[config.mk]
export PLATFORM = sky130hd
export DESIGN_NAME = clk_gate_ctrl
export DESIGN_NICKNAME = d
export VERILOG_FILES = /design/src/rtl/clk_gate_ctrl.sv
export SDC_FILE = /design/constraint.sdc
export NUM_CORES = 1
export LEC_CHECK = 0
export ABC_CLOCK_PERIOD_IN_PS = 1400
export CORE_MARGIN = 5
export CORE_UTILIZATION = 40
export CTS_CLUSTER_DIAMETER = 100
export DETAILED_ROUTE_END_ITERATION = 8
export DONT_BUFFER_PORTS = 1
export PLACE_DENSITY_LB_ADDON = 0.12
export SLEW_MARGIN = 20
export SYNTH_ARGS = -nofsm -noshare
export SYNTH_HDL_FRONTEND = slang
export SYNTH_SLANG_ARGS = --single-unit
[constraint.sdc]
create_clock -name clk_i -period 1.4 [get_ports clk_i]
set_input_delay 0.28 -clock clk_i [delete_from_list [all_inputs] [get_ports clk_i]]
set_output_delay 0.28 -clock clk_i [all_outputs]
set_load 0.01 [all_outputs]
[src/rtl/clk_gate_ctrl.sv]
// clk_gate_ctrl: enable-side controller for a gated clock domain.
// Runs on the free-running clock upstream of the gate cell. After IDLE_CYCLES
// consecutive idle cycles it drops clk_en_o. On activity it restores the clock,
// waits WAKE_CYCLES settling cycles, then acknowledges a 4-phase wake request.
// Optional gated-cycle statistics counter: define CLK_GATE_CTRL_STATS_EN.
// Without it gated_cycles_o is tied to 0 and stats_clr_i is ignored.
module clk_gate_ctrl #(
  parameter int IDLE_CYCLES = 16,
  parameter int WAKE_CYCLES = 4,
  parameter int CNT_W = $clog2((IDLE_CYCLES > WAKE_CYCLES) ? IDLE_CYCLES : WAKE_CYCLES) + 1
) (
  input  logic        clk_i,
  input  logic        rst_i,
  input  logic        busy_i,
  input  logic        sw_en_i,
  input  logic        test_en_i,
  input  logic        wake_req_i,
  output logic        wake_ack_o,
  output logic        clk_en_o,
  output logic        gated_o,
  input  logic        stats_clr_i,
  output logic [31:0] gated_cycles_o
);

  typedef enum logic [1:0] {
    ON   = 2'd0,
    IDLE = 2'd1,
    OFF  = 2'd2,
    WAKE = 2'd3
  } state_t;

  localparam logic [CNT_W-1:0] IDLE_LD = CNT_W'(IDLE_CYCLES - 1);
  localparam logic [CNT_W-1:0] WAKE_LD = CNT_W'(WAKE_CYCLES - 1);
  localparam logic [CNT_W-1:0] CNT_ONE = CNT_W'(1);

  state_t           state_q, state_d;
  logic [CNT_W-1:0] cnt_q, cnt_d;
  logic             clk_en_q;
  logic             gated_q;
  logic             wake_ack_q;
  logic             act;

  // Any source of activity keeps (or brings) the domain clocked.
  assign act = busy_i | sw_en_i | wake_req_i;

  // State and shared down-counter register.
  always_ff @(posedge clk_i or posedge rst_i) begin
    if (rst_i) begin
      state_q <= ON;
      cnt_q   <= '0;
    end else begin
      state_q <= state_d;
      cnt_q   <= cnt_d;
    end
  end

  // Next-state decode; WAKE always runs to completion regardless of act.
  always_comb begin
    state_d = state_q;
    cnt_d   = cnt_q;
    case (state_q)
      ON: begin
        if (!act) begin
          state_d = IDLE;
          cnt_d   = IDLE_LD;
        end
      end
      IDLE: begin
        if (act)                state_d = ON;
        else if (cnt_q == '0)   state_d = OFF;
        else                    cnt_d   = cnt_q - CNT_ONE;
      end
      OFF: begin
        if (act) begin
          state_d = WAKE;
          cnt_d   = WAKE_LD;
        end
      end
      WAKE: begin
        if (cnt_q == '0) state_d = ON;
        else             cnt_d   = cnt_q - CNT_ONE;
      end
      default: begin
        state_d = ON;
        cnt_d   = '0;
      end
    endcase
  end

  // Registered outputs decoded from the next state so they line up with it.
  // Reset forces the enable high at once so the domain sees its own reset.
  always_ff @(posedge clk_i or posedge rst_i) begin
    if (rst_i) begin
      clk_en_q   <= 1'b1;
      gated_q    <= 1'b0;
      wake_ack_q <= 1'b0;
    end else begin
      clk_en_q   <= (state_d != OFF);
      gated_q    <= (state_d == OFF);
      wake_ack_q <= (state_d == ON) & wake_req_i;
    end
  end

  // Test mode overrides the enable without touching the FSM.
  assign clk_en_o   = clk_en_q | test_en_i;
  assign gated_o    = gated_q;
  assign wake_ack_o = wake_ack_q;

`ifdef CLK_GATE_CTRL_STATS_EN
  logic [31:0] gated_cnt_q;

  // Saturating count of cycles spent in OFF; clear wins over increment.
  always_ff @(posedge clk_i or posedge rst_i) begin
    if (rst_i)                                       gated_cnt_q <= '0;
    else if (stats_clr_i)                            gated_cnt_q <= '0;
    else if (state_q == OFF && gated_cnt_q != '1)    gated_cnt_q <= gated_cnt_q + 32'd1;
  end

  assign gated_cycles_o = gated_cnt_q;
`else
  logic unused_stats_clr;

  assign unused_stats_clr = stats_clr_i;
  assign gated_cycles_o   = '0;
`endif

endmodule
==> impl_metrics.ini <==
[status]
run_status = finished with violations
violations = setup timing

[flow_run]
max_cap_viol_count = 0

[route]
remaining_drc_errors = 0
vias = 591
route.antenna.remaining_nets = 0
dr.pass1.iters = 4
avgViaCountPerCell = 4.31
post_drt_wl_per_cell_um = 11.2
detail_route.iter0.violations = 8
wl_mm = 1.53

[critical_path]
critPathArrivalTime_ns = 1.71
regToRegSetupSlack_ns = -0.13
regToRegEndpoint = cnt_q[1]
biggest_cell_delay_along_the_critical_path_ns = 0.48
critical_path.endpoint = cnt_q[1]
worstSetupEndpointType = register
worst_ep_required_time_ns = 1.59
r2r-start = cnt_q[0]
critical_path_origin = cnt_q[0]
timing.critical_path.from_type = register
criticalPathCategory = register to register
timing.critical_path.cells = inv_2 -> ha_4 -> or4b_4 -> nand2_2 -> o22ai_1 -> a211oi_2
crit_path_top_delay_cell = sky130_fd_sc_hd__or4b_4
critical_path_peak_fanout = 3
timing.reg2reg.worst_path_depth = 6

[timing]
fmax_mhz = 655
hold_viol_final = 0
timing.final.crit_share_pct = 109
number_of_setup_violations_in_the_final_report = 7
finClkSkew_ns = 0.00731
postLayoutSetupSlackWorst_ns = -0.126
setup-tns-final_ns = -0.342
grt_setup_unrepaired = yes
period_needed_ns = 1.53
timing.final.max_slew_violations = 0

[global_routing]
grt-ovfl-total = 0
global_route.usage.total_pct = 10.8
grt_first_pass_wirelength_mm = 2.17
first_global_vias = 470
antenna_found_initial = 0
grt_start_max_net_pins = 11

[clocking]
cts_max_path_buffers = 2
cts.sinks = 10
clock_latency_ns = 0.27
cts_tree = built
worst_setup_hold_path_clk_slew_ns = 0.08
cts_buf_count = 3
cts_max_level = 1
cts_root_buffer = sky130_fd_sc_hd__clkbuf_4

[synth]
postSynthCellCount = 96
post_synth.cell_area_avg_um2 = 8.50
synth_seq_cells = 10
seq_area_frac_synth_pct = 30.8
area_of_the_mapped_netlist_um2 = 816
yosys_warnings = 0
distinct_cells_synth = 32

[placed_design]
dp.cells = 130
place.gp.congestion = 0.745
io_buffer_count = 0
dp.final_hpwl_mm = 1.26

[floorplanning]
die_y_um = 55.2
std_cell_rows = 16
core_area_um2 = 1960
die_w_um = 55.2
die_area_um2 = 3040
ios = 42
floorplan.initialDensity_pct = 41.6

[power]
leakage_nw = 0.425
pwr_density_cell_nw_per_um2 = 1780
vdd_drop_max_mv = 0.727

[final_layout]
syn_to_final_growth_pct = 7.67
final_nets = 119
insertedDiodeCount = 0
final_cells = 137
post_route_cells_drive_above_1_share_pct = 23.6

[hold_path]
worstHoldStart = wake_req_i
timing.hold.worst.class = input port to register
hold_path_depth = 1
-- cells in the final DEF, fill, tap and decap left out, drive strengths merged --
master and count:
nor4b 1, and2 2, o32ai 2, nor2 3, o2111ai 1, clkbuf 4, a211oi 1, a21boi 1
nand2b 1, dfstp 1, conb 32, o22ai 1, or4 1, nor3 2, dfrtp 9, dlygate4sd3 1
buf 12, or2 1, nor2b 2, inv 5, nand3 1, nand2 11, o221ai 1, or4b 1
o311ai 1, o21ai 6, a2bb2oi 1, a21oi 3, ha 1, or3 1
-- cell families (layout without fill, tap and decap cells) --
kind of cell,Yosys count,after routing,synth area share (%)
AND/OR/NAND/NOR,27,27,18.4
buffers and inverters,39,22,33.6
flip-flops,10,10,30.8
adder cells (fa/ha/maj),1,1,1.53
other,1,32,0.460
AO/OA/AOI/OAI,18,18,15.2
-- timing repair --
action                     4_1_cts  5_1_grt
pin swaps                        6        3
hold endpoints to repair         9        0
hold buffers                     1        0
setup endpoints to repair        4        9
cloned                           0        0
resized for setup                3        4
buffers inserted                 1        1
-- state kept, by name, summed over array words and instances (netlist names) --
register    count
clk_en_q        1
cnt_q           5
gated_o         1
state_q         2
wake_ack_o      1
-- worst max-delay path, delay by kind of cell (launching register included) --
family / cells / cell delay, ns
and+or+nand+nor: 2 / 0.56
DFF: 1 / 0.40
buffers and inverters: 1 / 0.08
AOI/OAI and AO/OA: 2 / 0.27
adders and majority gates: 1 / 0.14
-- power by group --
part | internal [mW] | switching [mW]
registers | 0.386 | 0.144
clock network | 0.158 | 0.108
logic | 0.390 | 0.376
total | 0.934 | 0.628
-- Yosys cell counts --
cell                        instances  area share (%)
sky130_fd_sc_hd__o21ai_1            2             1.2
sky130_fd_sc_hd__o221ai_1           1             1.1
sky130_fd_sc_hd__a2bb2oi_1          1             1.1
sky130_fd_sc_hd__o311ai_0           1             1.1
sky130_fd_sc_hd__inv_1              5             2.3
sky130_fd_sc_hd__nor4b_2            1             1.8
sky130_fd_sc_hd__or3_1              1            0.77
sky130_fd_sc_hd__or2_2              1            0.77
sky130_fd_sc_hd__buf_4             32              29
sky130_fd_sc_hd__o32ai_1            2             2.1
sky130_fd_sc_hd__buf_6              1             1.4
sky130_fd_sc_hd__nand2_1           10             4.6
sky130_fd_sc_hd__o21ai_0            4             2.5
sky130_fd_sc_hd__nor2_1             3             1.4
sky130_fd_sc_hd__nand2_2            1            0.77
sky130_fd_sc_hd__o2111ai_1          1             1.1
sky130_fd_sc_hd__nor3_1             2             1.2
sky130_fd_sc_hd__and2_1             2             1.5
sky130_fd_sc_hd__a21boi_0           1            0.92
sky130_fd_sc_hd__dfrtp_1            9              28
sky130_fd_sc_hd__nand2b_1           1            0.77
sky130_fd_sc_hd__nor2b_1            2             1.5
sky130_fd_sc_hd__clkbuf_1           1            0.46
sky130_fd_sc_hd__dfstp_2            1             3.2
sky130_fd_sc_hd__o22ai_1            1            0.77
sky130_fd_sc_hd__or4_1              1            0.92
sky130_fd_sc_hd__ha_1               1             1.5
sky130_fd_sc_hd__or4b_4             1             1.7
sky130_fd_sc_hd__a211oi_2           1             1.5
sky130_fd_sc_hd__a21oi_1            3             1.8
sky130_fd_sc_hd__nand3_1            1            0.61
sky130_fd_sc_hd__conb_1             1            0.46
-- area by class of cell --
| type | count | area, µm² |
|---|---|---|
| flip-flops and latches | 10 | 251 |
| repair buffers | 13 | 104 |
| inverters | 5 | 18.8 |
| well taps | 27 | 33.8 |
| clock buffers | 4 | 36.3 |
| fillers | 222 | 1080 |
| multi-input cells | 78 | 434 |
-- per-stage QoR --
stage	hold slack [ns]	setup WS [ns]	util [%]	cell area (µm²)	power, mW
detailed placement	0.182	-0.160	40.2	788	1.20
CTS	0.138	-0.131	43.9	861	1.52
global route	0.130	-0.199	44.8	878	1.69
finish	0.143	-0.126	44.8	878	1.56
global placement	0.182	-0.147	40.2	788	1.19
floorplan	0.119	-0.120	-	935	1.03
-- per-layer routing --
| layer | GRT usage (%) | share of wire [%] | vias up |
|---|---|---|---|
| li1 | - | - | 287 |
| met1 | 14.7 | 42 | 273 |
| met2 | 15.0 | 46 | 27 |
| met3 | 1.61 | 8.9 | 4 |
| met4 | 8.50 | 3.1 | 0 |
| met5 | 0 | 0 | - |
-- worst min-delay path by stage --
stage	endpoint
after detailed placement	gated_o
after global placement	gated_o
after floorplan	cnt_q[0]
after global routing	wake_ack_o
after CTS	wake_ack_o
final	wake_ack_o
(Power assumes the default switching activity.)
